==> config.mk <==
export PLATFORM = sky130hd
export DESIGN_NAME = encoder_8to3_stream_flat
export DESIGN_NICKNAME = d
export VERILOG_FILES = /design/src/rtl/encoder_8to3_stream_if.sv /design/src/rtl/encoder_8to3_stream.sv /design/src/flat_wrapper.sv
export SDC_FILE = /design/constraint.sdc
export NUM_CORES = 1
export LEC_CHECK = 0
export ABC_AREA = 1
export CELL_PAD_IN_SITES_DETAIL_PLACEMENT = 0
export CELL_PAD_IN_SITES_GLOBAL_PLACEMENT = 1
export CORE_MARGIN = 2
export CORE_UTILIZATION = 34
export CTS_BUF_LIST = sky130_fd_sc_hd__clkbuf_8
export CTS_CLUSTER_SIZE = 25
export DETAILED_ROUTE_END_ITERATION = 8
export PLACE_DENSITY = 0.92
export SLEW_MARGIN = 0
export SYNTH_ARGS = -nofsm -noshare
export SYNTH_HDL_FRONTEND = slang
export SYNTH_SLANG_ARGS = --single-unit
==> constraint.sdc <==
create_clock -name clk -period 1.8 [get_ports clk]
set_input_delay 0.36 -clock clk [delete_from_list [all_inputs] [get_ports clk]]
set_output_delay 0.36 -clock clk [all_outputs]
set_load 0.02 [all_outputs]
==> src/rtl/encoder_8to3_stream_if.sv <==
// encoder_8to3_stream_if: vector-in / code-out valid-ready channels of the streaming 8-to-3 encoder
interface encoder_8to3_stream_if;
  logic       in_valid;
  logic       in_ready;
  logic [7:0] in_vec;
  logic       out_valid;
  logic       out_ready;
  logic [2:0] out_code;
  logic       out_last;
  modport master (
    output in_valid, in_vec, out_ready,
    input  in_ready, out_valid, out_code, out_last
  );
  modport slave (
    input  in_valid, in_vec, out_ready,
    output in_ready, out_valid, out_code, out_last
  );
endinterface

==> src/rtl/encoder_8to3_stream.sv <==
// encoder_8to3_stream: emits the index of every set bit of a vector, one per beat; ENC_DESCEND_EN selects highest-first order
module encoder_8to3_stream (
  input logic                   clk,
  input logic                   rst_n,
  encoder_8to3_stream_if.slave  s
);
  logic [7:0] pend_q, pend_d;
  logic [2:0] code;
  logic       fire_in, fire_out;
  // index of the next bit to emit; later loop iterations take priority
  always_comb begin
    code = '0;
`ifdef ENC_DESCEND_EN
    for (int i = 0; i < 8; i++) if (pend_q[i]) code = 3'(i);
`else
    for (int i = 7; i >= 0; i--) if (pend_q[i]) code = 3'(i);
`endif
  end
  assign s.out_valid = |pend_q;
  assign s.out_code  = code;
  assign s.out_last  = s.out_valid && ((pend_q & (pend_q - 8'd1)) == 8'd0);
  assign s.in_ready  = !s.out_valid || (s.out_ready && s.out_last);
  assign fire_in     = s.in_valid && s.in_ready;
  assign fire_out    = s.out_valid && s.out_ready;
  // a load can only coincide with the final beat, so it simply replaces pend
  always_comb pend_d = fire_in ? s.in_vec : fire_out ? (pend_q & ~(8'd1 << code)) : pend_q;
  // pending-bit register
  always_ff @(posedge clk or negedge rst_n)
    if (!rst_n) pend_q <= '0;
    else        pend_q <= pend_d;
endmodule

==> src/flat_wrapper.sv <==
// flat-port wrapper written by rule: the top's interface ports become plain ports
module encoder_8to3_stream_flat 
  (clk, rst_n, s_in_valid, s_in_vec, s_out_ready, s_in_ready, s_out_valid, s_out_code, s_out_last);
  encoder_8to3_stream_if s_i ();
  input logic clk;
  input logic rst_n;
  input wire logic [$bits(s_i.in_valid)-1:0] s_in_valid;
  input wire logic [$bits(s_i.in_vec)-1:0] s_in_vec;
  input wire logic [$bits(s_i.out_ready)-1:0] s_out_ready;
  output wire logic [$bits(s_i.in_ready)-1:0] s_in_ready;
  output wire logic [$bits(s_i.out_valid)-1:0] s_out_valid;
  output wire logic [$bits(s_i.out_code)-1:0] s_out_code;
  output wire logic [$bits(s_i.out_last)-1:0] s_out_last;
  assign s_i.in_valid = s_in_valid;
  assign s_i.in_vec = s_in_vec;
  assign s_i.out_ready = s_out_ready;
  assign s_in_ready = s_i.in_ready;
  assign s_out_valid = s_i.out_valid;
  assign s_out_code = s_i.out_code;
  assign s_out_last = s_i.out_last;
  encoder_8to3_stream u_core (.clk(clk), .rst_n(rst_n), .s(s_i));
endmodule
==> impl_metrics.tcl <==
set metrics [dict create \
    outcome "finished with violations" \
    failed_checks "negative setup slack" \
    post-route-min-period_ns 1.86 \
    die_h_um 46.8 \
    crit_arrival_ns 1.50 \
    pwr_density_cell_nw_per_um2 2120 \
    cts-buffers-inserted 3 \
    start_kind "register" \
    crit_chain "nor2_4 -> nand2_2 -> nand2_1 -> nand3_2 -> nor4_2 -> buf_4" \
    critPathCaptureType "output port" \
    core-area_um2 1730 \
    num_antenna_cells 0 \
    reg_top3 "u_core.pend_q x8" \
    die_w_um 46.8 \
    switchingPower_mw 1.04 \
    worstMarginPinSlew_ns 0.348 \
    track_usage_pct 18.1 \
    first_pass_iters 4 \
    htreeDepth 1 \
    num_vias 698 \
    switching_share_pct 48.3 \
    syn_area_per_cell_um2 7.25 \
    seqPwrFrac_pct 16.8 \
    yosys-top-cells-area "dfrtp_1 (32%), nand2_1 (13%), nand3_1 (8.8%), nand3_2 (6.4%), o21ai_1 (6.4%)" \
    setup_violations 2 \
    ys_ff_latch 8 \
    clkPwrFrac_pct 9.6 \
    globalplace.congestion 0.809 \
    synth_area_um2 623 \
    largest_register "u_core.pend_q" \
    finalPower_mw 2.15 \
    grt_pass1_vias 648 \
    comb_power_share_pct 73.6 \
    antenna_found_initial 0 \
    drive_above_1_share_pct 44.3 \
    synth_cell_types 20 \
    fin_nets 136 \
    crit_path_max_fanout 4 \
    seq_area_frac_synth_pct 32.1 \
    crit_buf_inv 1 \
    ctsRootBufferMaster "clkbuf_8" \
    rows 15 \
    fmax_mhz 539 \
    io_pins 18 \
    final.period_utilization_pct 103 \
    cts_buffer_depth 2 \
    whs_ns 0.411 \
    fin_ws_ns -0.0563 \
    drc 0 \
    relSlewSlack_pct 76.7 \
    clock_latency_ns 0.22 \
    critPathRequiredTime_ns 1.44 \
    slew_violations 0 \
    finalHoldViolCount 0 \
    die_area_um2 2190 \
    vias_per_cell 4.75 \
    totalWireLength_mm 1.75 \
    slowest_stage "dfrtp_1" \
    start_util_pct 36.1 \
    cts_tree "yes" \
    yosysTopAreaCellShare_pct 32.1 \
    fill_cells 157 \
    syn_nets 98 \
    crit_family "simple AND/OR/NAND/NOR gates" \
    clk_pin_slew_worst_paths_ns 0.04 \
    area_delta_synth_final_pct 62.4 \
    synth.largest_area_cell "dfrtp_1" \
    dpl.hpwl_mm 1.37 \
    drv_cap 0 \
    largest_reg_flops 8 \
    clock-skew-final_ns 0.000797 \
    p_int_mw 1.11 \
    synthCells 86 \
    wl_per_cell_um 11.9 \
    grt_setup_unrepaired "yes" \
    grt_max_degree 9 \
    critical_path.max_stage_delay_ns 0.40 \
    grt_pass1_wl_mm 2.64 \
    path_class "register to output port" \
    vdd_drop_max_uv 939 \
    ant_nets 0 \
    p_leak_nw 0.502 \
    cts_sinks 8 \
    worstHoldPathType "primary input to async pin" \
    drt_iter0_drc 16 \
    grt-ovfl-total 0 \
    ys_warn_count 0 \
    io_buffer_count 17 \
]
## routing by layer
metal / share of wire, % / GRT usage, % / wire (um) / vias up
met4: 1.5 / 11.7 / 27 / 0
met5: 0 / 0 / 0 / -
met3: 2.8 / 2.31 / 49 / 4
met1: 42 / 23.3 / 740 / 327
li1: - / - / - / 352
met2: 53 / 28.5 / 933 / 15
## repair_timing
action                                  4_1_cts  5_1_grt
endpoints found under the hold margin         0        0
endpoints found under the setup margin        6        6
hold buffers                                  0        0
resized for setup                            26       11
pin swaps                                     2        3
setup buffers                                 0        1
## logic make-up (layout without fill, tap and decap cells)
| logic type | Yosys count | count (layout) | share of synthesized area (%) |
|---|---|---|---|
| simple gates | 55 | 55 | 49.0 |
| compound gates | 12 | 12 | 11.2 |
| flops | 8 | 8 | 32.1 |
| buf+inv | 11 | 47 | 7.63 |
## metrics by stage
stage | cells | setup TNS [ns] | utilization, % | instance area (um^2) | setup WS [ns]
detailed placement | 143 | -0.889 | 54.6 | 943 | -0.302
floorplan | 86 | 0 | - | 629 | 0.129
global route | 147 | -0.350 | 58.6 | 1010 | -0.159
finish | 147 | -0.0971 | 58.6 | 1010 | -0.0563
global placement | 143 | -0.867 | 54.6 | 943 | -0.303
CTS | 146 | -0.119 | 56.8 | 981 | -0.0613
## synth_stat cells (all sizes together)
library cell   n
a21oi          1
buf            1
dfrtp          8
inv           10
nand2         28
nand3         15
nand4          1
nor2           9
nor4           1
o21ai         10
o21bai         1
or2            1
## power groups by stage
stage	Clock, mW	Combinational [mW]	Sequential (mW)
global route	0.224	1.72	0.366
floorplan	0	0.856	0.348
global placement	0	1.50	0.340
finish	0.206	1.58	0.360
CTS	0.210	1.50	0.341
detailed placement	0	1.52	0.342
## final timing paths
| kind | start | to | slack [ns] | cells past startpoint |
|---|---|---|---|---|
| max | u_core.pend_q[1]$_DFFE_PN0P_ | s_out_last | -0.06 | 6 |
| min reg2reg | u_core.pend_q[2]$_DFFE_PN0P_ | u_core.pend_q[2]$_DFFE_PN0P_ | 0.59 | 2 |
| max in group asynchronous | rst_n | u_core.pend_q[6]$_DFFE_PN0P_ | 1.11 | 1 |
| min | rst_n | u_core.pend_q[7]$_DFFE_PN0P_ | 0.41 | 1 |
| max reg2reg | u_core.pend_q[6]$_DFFE_PN0P_ | u_core.pend_q[3]$_DFFE_PN0P_ | 0.20 | 8 |
| min in group clk | u_core.pend_q[2]$_DFFE_PN0P_ | u_core.pend_q[2]$_DFFE_PN0P_ | 0.59 | 2 |
## cells in the final DEF (no fill, tap or decap)
cell type and instances:
o21ai_2 3, o21ai_1 7, buf_6 2, dfrtp_1 7, inv_2 1, nor2_4 3
inv_1 8, nand4_1 1, inv_4 1, buf_2 2, or2_4 1, nor4_2 1
nand3_2 5, o21bai_1 1, nand2_2 6, nor2_1 3, nand3_1 10, clkdlybuf4s50_1 11
buf_4 18, dlygate4sd2_1 1, a21oi_2 1, dfrtp_2 1, nor2_2 3, nand2_1 19
nand2_4 3, clkbuf_8 3
## area by class of cell
type	count	area [um^2]	area share, %
flip-flops and latches	8	201	19.9
clock buffers	3	41.3	4.08
repair buffers	34	287	28.3
well taps	25	31.3	3.09
multi-input cells	67	412	40.7
inverters	10	40.0	3.96
(Power assumes the default switching activity.)
